**config.mk**
```make
export PLATFORM = sky130hd
export DESIGN_NAME = if_fetch_unit
export DESIGN_NICKNAME = d
export VERILOG_FILES = /design/src/rtl/if_fetch_unit.sv
export SDC_FILE = /design/constraint.sdc
export NUM_CORES = 1
export LEC_CHECK = 0
export ABC_AREA = 0
export BUFFER_PORTS_ARGS = -buffer_cell sky130_fd_sc_hd__buf_4
export CAP_MARGIN = 20
export CORE_AREA = 2 2 135 137
export DETAILED_ROUTE_END_ITERATION = 8
export DIE_AREA = 0 0 137 139
export GPL_TIMING_DRIVEN = 0
export PLACE_DENSITY = 0.7
export SETUP_SLACK_MARGIN = 0.02
export SLEW_MARGIN = 20
export SYNTH_ARGS = -nofsm -noshare
export SYNTH_HDL_FRONTEND = slang
export SYNTH_SLANG_ARGS = --single-unit
```
**constraint.sdc**
```tcl
create_clock -name clk -period 4.3 [get_ports clk]
set_clock_uncertainty 0.05 [all_clocks]
set_input_delay 0.43 -clock clk [delete_from_list [all_inputs] [get_ports clk]]
set_output_delay 0.43 -clock clk [all_outputs]
set_load 0.03 [all_outputs]
```
**src/rtl/if_fetch_unit.sv**
```systemverilog
// Instruction-fetch stage: PC register, ROM interface and IF/ID pipeline register.
// Handles sequential advance, stall, branch redirect (including a redirect latched
// during a stall), exception flush and misaligned-fetch marking.
module if_fetch_unit #(
  parameter logic [31:0] RESET_PC = 32'h0000_0000,
  parameter logic [31:0] NOP_INST = 32'h0000_0013
) (
  input  logic        clk,
  input  logic        rst,
  input  logic        stall,
  input  logic        branch_flag,
  input  logic [31:0] branch_target,
  input  logic        flush,
  input  logic [31:0] flush_pc,
  output logic        rom_ce,
  output logic [31:0] rom_addr,
  input  logic [31:0] rom_inst,
  output logic [31:0] id_pc,
  output logic [31:0] id_inst,
  output logic        id_valid,
  output logic        id_misalign,
  output logic [31:0] fetch_cnt
);

  logic [31:0] pc;
  logic        pend_valid;
  logic [31:0] pend_target;

  logic        rom_ce_next;
  logic [31:0] pc_next;
  logic        pend_valid_next;
  logic [31:0] pend_target_next;
  logic [31:0] id_pc_next;
  logic [31:0] id_inst_next;
  logic        id_valid_next;
  logic        id_misalign_next;
  logic [31:0] fetch_cnt_next;

  assign rom_addr = pc;

  // Next-state selection, highest priority first: ROM enable, flush, stall, branch,
  // pending redirect, then the sequential / misaligned fetch.
  always_comb begin
    rom_ce_next      = rom_ce;
    pc_next          = pc;
    pend_valid_next  = pend_valid;
    pend_target_next = pend_target;
    id_pc_next       = id_pc;
    id_inst_next     = id_inst;
    id_valid_next    = id_valid;
    id_misalign_next = id_misalign;
    fetch_cnt_next   = fetch_cnt;

    if (!rom_ce) begin
      // ROM data is not valid yet: enable it and present a bubble.
      rom_ce_next      = 1'b1;
      id_inst_next     = NOP_INST;
      id_valid_next    = 1'b0;
      id_misalign_next = 1'b0;
    end else if (flush) begin
      pc_next          = flush_pc;
      pend_valid_next  = 1'b0;
      id_inst_next     = NOP_INST;
      id_valid_next    = 1'b0;
      id_misalign_next = 1'b0;
    end else if (stall) begin
      // Hold everything; remember the latest branch so it applies once unstalled.
      if (branch_flag) begin
        pend_valid_next  = 1'b1;
        pend_target_next = branch_target;
      end
    end else if (branch_flag) begin
      // Kill the wrong-path instruction at the current pc.
      pc_next          = branch_target;
      pend_valid_next  = 1'b0;
      id_inst_next     = NOP_INST;
      id_valid_next    = 1'b0;
      id_misalign_next = 1'b0;
    end else if (pend_valid) begin
      pc_next          = pend_target;
      pend_valid_next  = 1'b0;
      id_inst_next     = NOP_INST;
      id_valid_next    = 1'b0;
      id_misalign_next = 1'b0;
    end else if (pc[1:0] != 2'b00) begin
      // Misaligned target: keep reporting it until a flush redirects the pc.
      id_pc_next       = pc;
      id_inst_next     = NOP_INST;
      id_valid_next    = 1'b1;
      id_misalign_next = 1'b1;
    end else begin
      id_pc_next       = pc;
      id_inst_next     = rom_inst;
      id_valid_next    = 1'b1;
      id_misalign_next = 1'b0;
      pc_next          = pc + 32'd4;
      fetch_cnt_next   = fetch_cnt + 32'd1;
    end
  end

  // State registers with synchronous active-high reset.
  always_ff @(posedge clk) begin
    if (rst) begin
      rom_ce      <= 1'b0;
      pc          <= RESET_PC;
      pend_valid  <= 1'b0;
      pend_target <= 32'h0;
      id_pc       <= 32'h0;
      id_inst     <= NOP_INST;
      id_valid    <= 1'b0;
      id_misalign <= 1'b0;
      fetch_cnt   <= 32'h0;
    end else begin
      rom_ce      <= rom_ce_next;
      pc          <= pc_next;
      pend_valid  <= pend_valid_next;
      pend_target <= pend_target_next;
      id_pc       <= id_pc_next;
      id_inst     <= id_inst_next;
      id_valid    <= id_valid_next;
      id_misalign <= id_misalign_next;
      fetch_cnt   <= fetch_cnt_next;
    end
  end

endmodule

```
==> After elaboration in Yosys (flattened, before gate mapping) <==
Index checks and enable logic that the tools add are counted.
{ "classes": {"addsub": 2, "n_eq_ne": 3, "mux": 17, "n_bitwise": 6, "reduce_logical": 7} }
{ "op_table": {"columns": ["cell", "count"], "rows": [
  ["two-way mux 32 bit", 8],
  ["adder 32 x 1 -> 32 bit, second input constant", 1],
  ["adder 32 x 3 -> 32 bit, second input constant", 1],
  ["two-way mux 1 bit", 9],
  ["NOT 1 bit", 6],
  ["AND reduction 6 bit", 1],
  ["AND reduction 5 bit", 1],
  ["!= test 4 bit, second input constant", 1],
  ["AND reduction 4 bit", 1],
  ["!= test 3 x 1 -> 1 bit, second input constant", 1],
  ["AND reduction 3 bit", 1],
  ["OR reduction 3 bit", 1],
  ["!= test 2 x 1 -> 1 bit, second input constant", 1],
  ["AND reduction 2 bit", 1],
  ["nonzero test 2 bit", 1]
]} }
{ "totals": {"regBits": 164} }

==> Longest topological paths before layout <==
Gate-level depths: netlist of the first run.
{ "logic_depth": {"ltp_word": 6, "depth_mapped": 7, "depth_no_buf": 6} }

==> Least setup slack after synthesis of the first run <==
No wires, ideal clock.
{ "synth_timing": {"path_type": "reg2reg", "startpoint": "register pc[15] (netlist: rom_addr[15])", "endpoint": "register pc[23] (netlist: rom_addr[23])", "setup_ps": 74, "arrival_time_ps": 2462, "required_time_ps": 4176, "setup_slack_ps": 1714, "path_stages_with_launch": 8, "period_less_slack_ps": 2586, "path_cell_list": "dfxtp_1 clkbuf_1 nand4_1 or4_1 buf_2 or4_4 a2111o_1 a31oi_1"} }
{ "synth_via": {"elab_chain_len": 6} }
{ "synth_rtl": {"columns": ["item", "line", "text"], "rows": [
  ["start, declared", "25", "logic [31:0] pc;"],
  ["start signal, assigned", "115", "pc <= pc_next;"],
  ["adder 32 x 3 -> 32 bit", "96", "pc_next = pc + 32'd4;"],
  ["two-way mux 32 bit", "85", "end else if (pc[1:0] != 2'b00) begin"],
  ["two-way mux 32 bit", "79", "end else if (pend_valid) begin"],
  ["two-way mux 32 bit", "72", "end else if (branch_flag) begin"],
  ["two-way mux 32 bit", "66", "end else if (stall) begin"],
  ["two-way mux 32 bit", "60", "end else if (flush) begin"]
]} }
No other way between the ends. The select of a mux whose other input is x is not followed.
A chain may end at the register's enable or synchronous reset.

==> Final worst setup path of the first run <==
{ "layout_timing": {"startpoint": "register pc[2] (netlist: rom_addr[2])", "endpoint": "register pc[20] (netlist: rom_addr[20])"} }
The elaborated chain is that of the path after synthesis.

==> summary.md, run 1 <==
- finished clean — outcome
- 0 — grt ovf
- sky130_fd_sc_hd__dfxtp_1, sky130_fd_sc_hd__nand2_1, sky130_fd_sc_hd__a21oi_1 — cell types occupying the most area after synthesis
- 43500 um — wire length of the first global-routing pass
- 1475 — total placed cells including tap cells
- 0 ps — setup TNS
- 1119 — synthesized netlist net count
- 7.67 sq um — Mapped Avg Cell Area
- 10400 sq um — post-route design area
- 1369 — total number of nets in the final design
- 0 — number of cells upsized or downsized after cts
- 0 — hold bufs inserted after CTS
- 0.348 GHz — Max Fclk
- 164 — number of flip-flops and latches in the synthesized netlist
- 3180 ps — Worst EP arrival
- 0 — DR DRC count
- 0 — max-capacitance violation count
- 2 — Bufs on Longest Clock Path
- sky130_fd_sc_hd__dfxtp_1 — flip-flop cell with the highest count after synthesis
- 70 ps — Clock Pin Slew Worst Setup and Hold Paths
- sky130_fd_sc_hd__clkbuf_16 — Clock Root Buffer
- 4.79% — GRT met3 Usage
- 6 — detailed-routing iteration count for the pre-antenna-repair pass
- 8 — crit path max fanout
- 9810 sq um — post-place instance area
- 18.8 um — average routed wire per standard cell
- ha_1, nand3_1, nor4_1, clkbuf_2, a31oi_1, or3_1, a21oi_1 — cell-by-cell listing of the critical path
- 0% — FFs w/ async S/R, synth
- 1016 — post-synthesis cell count
- sky130_fd_sc_hd__nor4_1 — slowest stage cell on the critical path
- sky130_fd_sc_hd__nand2_1, sky130_fd_sc_hd__dfxtp_1, sky130_fd_sc_hd__a21oi_1, sky130_fd_sc_hd__nor2_1, sky130_fd_sc_hd__clkbuf_1 — most used standard cells in the synthesized netlist
- 41.5% — met1 capacity usage during global routing
- 0 — number of antenna violations at the first check in global routing
- 1420 ps — final setup margin
- 66.9% — portion of the clock cycle consumed by the worst path in the final layout
- 29.6% — Total Routing Usage GR
- 2880 ps — min cycle time layout
- 5.66 — Avg Vias per Cell
- no — RSZ-0062 raised after global routing
- built — CTS tree
- 33.2% — Area Growth Syn to Fin
- 4600 ps — data required time of the critical path
- 38.4% — worst slew margin relative to its limit
- 4 — maximum level of the CTS H-tree
- 7790 sq um — post-synthesis cell area
- 440 ps — Worst-Skew Late Latency
- 0 — buffers inserted during post-CTS setup optimization
- 0 — number of synthesized flops with an enable pin
- sky130_fd_sc_hd__nand2_1 — most common cell in the synthesized netlist
- 8536 — vias
- 168 ps — WHS
- 58.8% — fraction of the core area covered by cells at the end of the flow
- sky130_fd_sc_hd__dfxtp_1 — largest area contributor in the synthesized netlist
- 0 — number of antenna cells inserted
- 918 ps — actual slew at the worst max-slew pin
- 349 nW/um^2 — PwrDens
- 1420 ps — register-to-register setup slack
- simple AND/OR/NAND/NOR gates — family with the most delay on the worst path
- 42.1% — sequential element share of the synthesized area
- 62 — count of distinct cell types in the synthesized netlist
- 42.1% — fraction of post-synthesis cell area in the top cell type by area
- 0 — Yosys warnings
- flip-flop — Critical Path End Type
- 44.5% — met2 capacity usage during global routing
- 44.1% — initial standard-cell utilization of the core
- 21.3% — share of post-route cells with drive strength above 1
- 0 — remaining number of nets flagged by the antenna check after routing
- flip-flop — kind of start point of the critical path
- 1 — Buf/Inv on CP
- 137 um — Horiz. Die Dim
- 17 — pin count of the biggest net entering global routing
- 0 — number of pins with negative max-slew slack in the final report
- 1508 — post-route non-filler standard cell count
- 21100 um — DP HPWL
- 0 — number of setup violations in the final report
- 28300 um — routed wire length
- 164 — Sinks on Clock Net
- 17700 sq um — core box area
- 3.62 mW — Pwr Total
- 3.98 nW — Lkg Pwr
- 7683 — via count of the first global-routing pass
- 680 ps — crit-path max cell delay
- 1360 ps — minimum setup slack after placement
- met2 — Top Usage Layer GRT
- 49 — site row count
- 787 — Starting DRT DRC Count
- 19000 sq um — Die Area
- input pin to flip-flop — class of the tightest hold or removal check
- 0.937 — routability-driven placement congestion ratio
- 17 — number of buffers added by the clock tree synthesis step
- 232 — number of placed I/O pins
- 0.000286 V — maximum VDD drop
- 139 um — DIE HEIGHT
- 230 — input/output buffers
- flip-flop to flip-flop — Crit Path Category
- 0 — Final Hold Vio Count
## registers in the layout (all words and copies together), names as in the netlist
register / flops
fetch_cnt: 32
id_inst: 32
id_misalign: 1
id_pc: 32
id_valid: 1
pend_target: 32
pend_valid: 1
rom_addr: 32
rom_ce: 1
## report_power, final
group / total, mW / switching (mW) / internal (mW) / leakage [nW]
sequential: 1.62 / 0.0620 / 1.56 / 1.33
clock: 1.50 / 0.690 / 0.815 / 0.275
combinational: 0.501 / 0.311 / 0.189 / 2.38
total: 3.62 / 1.06 / 2.56 / 3.98
## layout by cell type, fill, tap and decap left out, types with 13 or more instances in the layout
cell                          n
sky130_fd_sc_hd__nand3_1     29
sky130_fd_sc_hd__o21ai_0     33
sky130_fd_sc_hd__buf_4      230
sky130_fd_sc_hd__a22oi_1     29
sky130_fd_sc_hd__nor2_1      90
sky130_fd_sc_hd__or3_1       13
sky130_fd_sc_hd__nand2_1    200
sky130_fd_sc_hd__clkbuf_1    71
sky130_fd_sc_hd__clkbuf_16   17
sky130_fd_sc_hd__nand3b_1    17
sky130_fd_sc_hd__o211ai_1    14
sky130_fd_sc_hd__nor4_1      16
sky130_fd_sc_hd__mux2i_1     13
sky130_fd_sc_hd__nand4_1     17
sky130_fd_sc_hd__dfxtp_1    164
sky130_fd_sc_hd__nor3_1      18
sky130_fd_sc_hd__xnor2_1     19
sky130_fd_sc_hd__a21oi_1    130
sky130_fd_sc_hd__inv_1       17
## final timing paths
check,start,endpoint,cells after the start
setup / recovery,rom_addr[2],rom_addr[20],7
hold / removal,rom_inst[0],id_inst[0],3
setup reg to reg,rom_addr[2],rom_addr[20],7
hold reg to reg,pend_target[31],pend_target[31],2
## cells by family after synthesis
family                   Yosys count  synth area share, %
AO/OA/AOI/OAI                    265                 20.7
XOR/XNOR                          31                 3.48
adder cells (fa/ha/maj)            2                0.321
buffers and inverters             95                 4.61
flip-flops                       164                 42.1
multiplexers                      15                 1.96
AND/OR/NAND/NOR                  444                 26.8
## worst min-delay path: cells and delay by family
kind,cells,cell delay (ps)
compound gates,1,60
buf+inv,1,70
simple gates,1,60
## routing by layer
metal / up-vias / wire length (um)
li1: 4095 / -
met1: 3946 / 11900
met2: 425 / 12800
met3: 70 / 2570
met4: 0 / 1010
met5: - / 0
## area by class of cell
type	instances	area [sq um]
plain buffers	78	295
clock buffers	18	429
clock inverters	14	140
fillers	1693	7280
inverters	17	63.8
multi-input cells	757	4150
flip-flops and latches	164	3280
well taps	229	287
repair buffers	231	1730
No activity file was read; power rests on OpenSTA's default activity.
==> run 2, diff against run 1 <==
Clock period 4.3 ns to 2.8 ns, I/O delays scaled along.
==> run 2 against run 1 <==
Effect of this change: die area unchanged; register-to-register slack got worse by 1300 ps; sequential share of layout area shrank 0.16 points; sequential cell count unchanged; critical endpoint is now rom_addr[23]; highest routed layer unchanged.
==> summary.md, run 2 (synthesis results as in run 1) <==
- 5.67 — Avg Vias per Cell
- 139 um — DIE HEIGHT
- rom_inst[0] — critical hold path startpoint
- 8546 — vias
- 232 — number of placed I/O pins
- 3.93 mW — internal power
- 3030 ps — Worst EP arrival
- 3 — hold path depth
- 7685 — via count of the first global-routing pass
- 4.01 nW — Lkg Pwr
- 8 — crit path max fanout
- 16.5 ps — WHS
- 17 — number of buffers added by the clock tree synthesis step
- 2500 um — detailed-routed wire length on met3
- 534 nW/um^2 — PwrDens
- 44.1% — initial standard-cell utilization of the core
- built — CTS tree
- 1508 — post-route non-filler standard cell count
- 29.4% — Sw Share
- 0.937 — routability-driven placement congestion ratio
- 3110 ps — data required time of the critical path
- 0 — Final Hold Vio Count
- 0 — grt ovf
- 137 um — Horiz. Die Dim
- 164 — Sinks on Clock Net
- met4 — DR top layer
- 0 — max-capacitance violation count
- 0 — number of antenna violations at the first check in global routing
- 5 — detailed-routing iteration count for the pre-antenna-repair pass
- rom_addr[10] — reg2reg start
- 60 ps — Clock Pin Slew Worst Setup and Hold Paths
- flip-flop — Critical Path End Type
- 97.2% — portion of the clock cycle consumed by the worst path in the final layout
- 0 — DR DRC count
- 41.5% — clock share of power
- 80 ps — register-to-register setup slack
- sky130_fd_sc_hd__buf_4 — most common library cell in the layout ignoring fill and taps
- rom_addr[10] — launching instance or port of the critical path
- 5.57 mW — Pwr Total
- 4 — maximum level of the CTS H-tree
- 1369 — total number of nets in the final design
- 10400 sq um — post-route design area
- 29.5% — Total Routing Usage GR
- 12100 um — wire length on met1
- 28400 um — routed wire length
- 17 — pin count of the biggest net entering global routing
- 19000 sq um — Die Area
- 48.8% — worst slew margin relative to its limit
- 2720 ps — min cycle time layout
- 9810 sq um — post-place instance area
- 0.000441 V — maximum VDD drop
- rom_addr[23] — end of the worst register-to-register path
- finished clean — outcome
- 6 — depth of the worst register-to-register path
- 12900 um — Detail Route met2 WL
- 43500 um — wire length of the first global-routing pass
- 22.0% — share of post-route cells with drive strength above 1
- 13.9% — Comb power frac
- sky130_fd_sc_hd__buf_4, sky130_fd_sc_hd__nand2_1, sky130_fd_sc_hd__dfxtp_1 — most frequent cells in the layout
- id_inst[0] — Hold Crit Endpoint
- 769 — Starting DRT DRC Count
- 0 — number of antenna cells inserted
- flip-flop to flip-flop — Crit Path Category
- 0 — remaining number of nets flagged by the antenna check after routing
- 0 — number of setup violations in the final report
- 1475 — total placed cells including tap cells
- sky130_fd_sc_hd__clkbuf_16 — Clock Root Buffer
- no — RSZ-0062 raised after global routing
- 1.64 mW — reported net switching power
- 49 — site row count
- 0 — hold bufs inserted after CTS
- 17700 sq um — core box area
- 2 — Bufs on Longest Clock Path
- 762 ps — actual slew at the worst max-slew pin
- 0.367 GHz — Max Fclk
- 33.9% — Area Growth Syn to Fin
- 230 — input/output buffers
- 0 — number of pins with negative max-slew slack in the final report
- 59.1% — fraction of the core area covered by cells at the end of the flow
- 44.6% — sequential share of power
- input pin to flip-flop — class of the tightest hold or removal check
- 440 ps — Worst-Skew Late Latency
- 18.8 um — average routed wire per standard cell
- flip-flop — kind of start point of the critical path
- 21100 um — DP HPWL
-- run 2: layout make-up --
class	count	area, sq um
Sequential cell	164	3280
Fill cell	1691	7230
Multi-Input combinational cell	757	4200
Buffer	78	299
Clock inverter	14	140
Clock buffer	18	429
Inverter	17	63.8
Timing Repair Buffer	231	1730
Tap cell	229	287
-- run 2: power groups by stage --
stage	clock [mW]	sequential, mW	combinational [mW]
floorplan	0	2.59	0.323
global placement	0	2.53	0.749
detailed placement	0	2.53	0.752
CTS	2.34	2.48	0.757
global route	2.43	2.49	0.826
finish	2.31	2.49	0.775
-- run 2: through the flow --
step                      TNS, ps  setup slack [ps]
after floorplan                 0               214
after global placement       -120             -71.3
after detailed placement     -379              -134
after CTS                       0              24.0
after global routing            0              20.7
final                           0              77.9
-- run 2: worst max path at each step --
stage | end | slack, ps | depth (start not counted)
finish | rom_addr[23] | 80 | 6
global route | rom_addr[23] | 20 | 6
CTS | fetch_cnt[27] | 20 | 7
detailed placement | rom_addr[20] | -130 | 6
global placement | rom_addr[20] | -70 | 6
floorplan | rom_addr[23] | 210 | 7
-- run 2: worst max-delay path: stages, from the launching register on --
cell                       delay (ps)
sky130_fd_sc_hd__dfxtp_1          570
sky130_fd_sc_hd__nand4_4          250
sky130_fd_sc_hd__or4_1            550
sky130_fd_sc_hd__buf_2            180
sky130_fd_sc_hd__or4_4            520
sky130_fd_sc_hd__a2111o_1         360
sky130_fd_sc_hd__a31oi_1          160
-- run 2: repair_timing --
action	in CTS	in global routing
resized for setup	3	11
setup endpoints to repair	7	24
gates cloned	0	0
pin swaps	0	1
setup buffers	0	1
-- run 2: per-layer routing --
layer,up-vias,track usage [%]
li1,4091,-
met1,3947,41.4
met2,441,44.6
met3,67,4.82
met4,0,12.8
met5,-,0
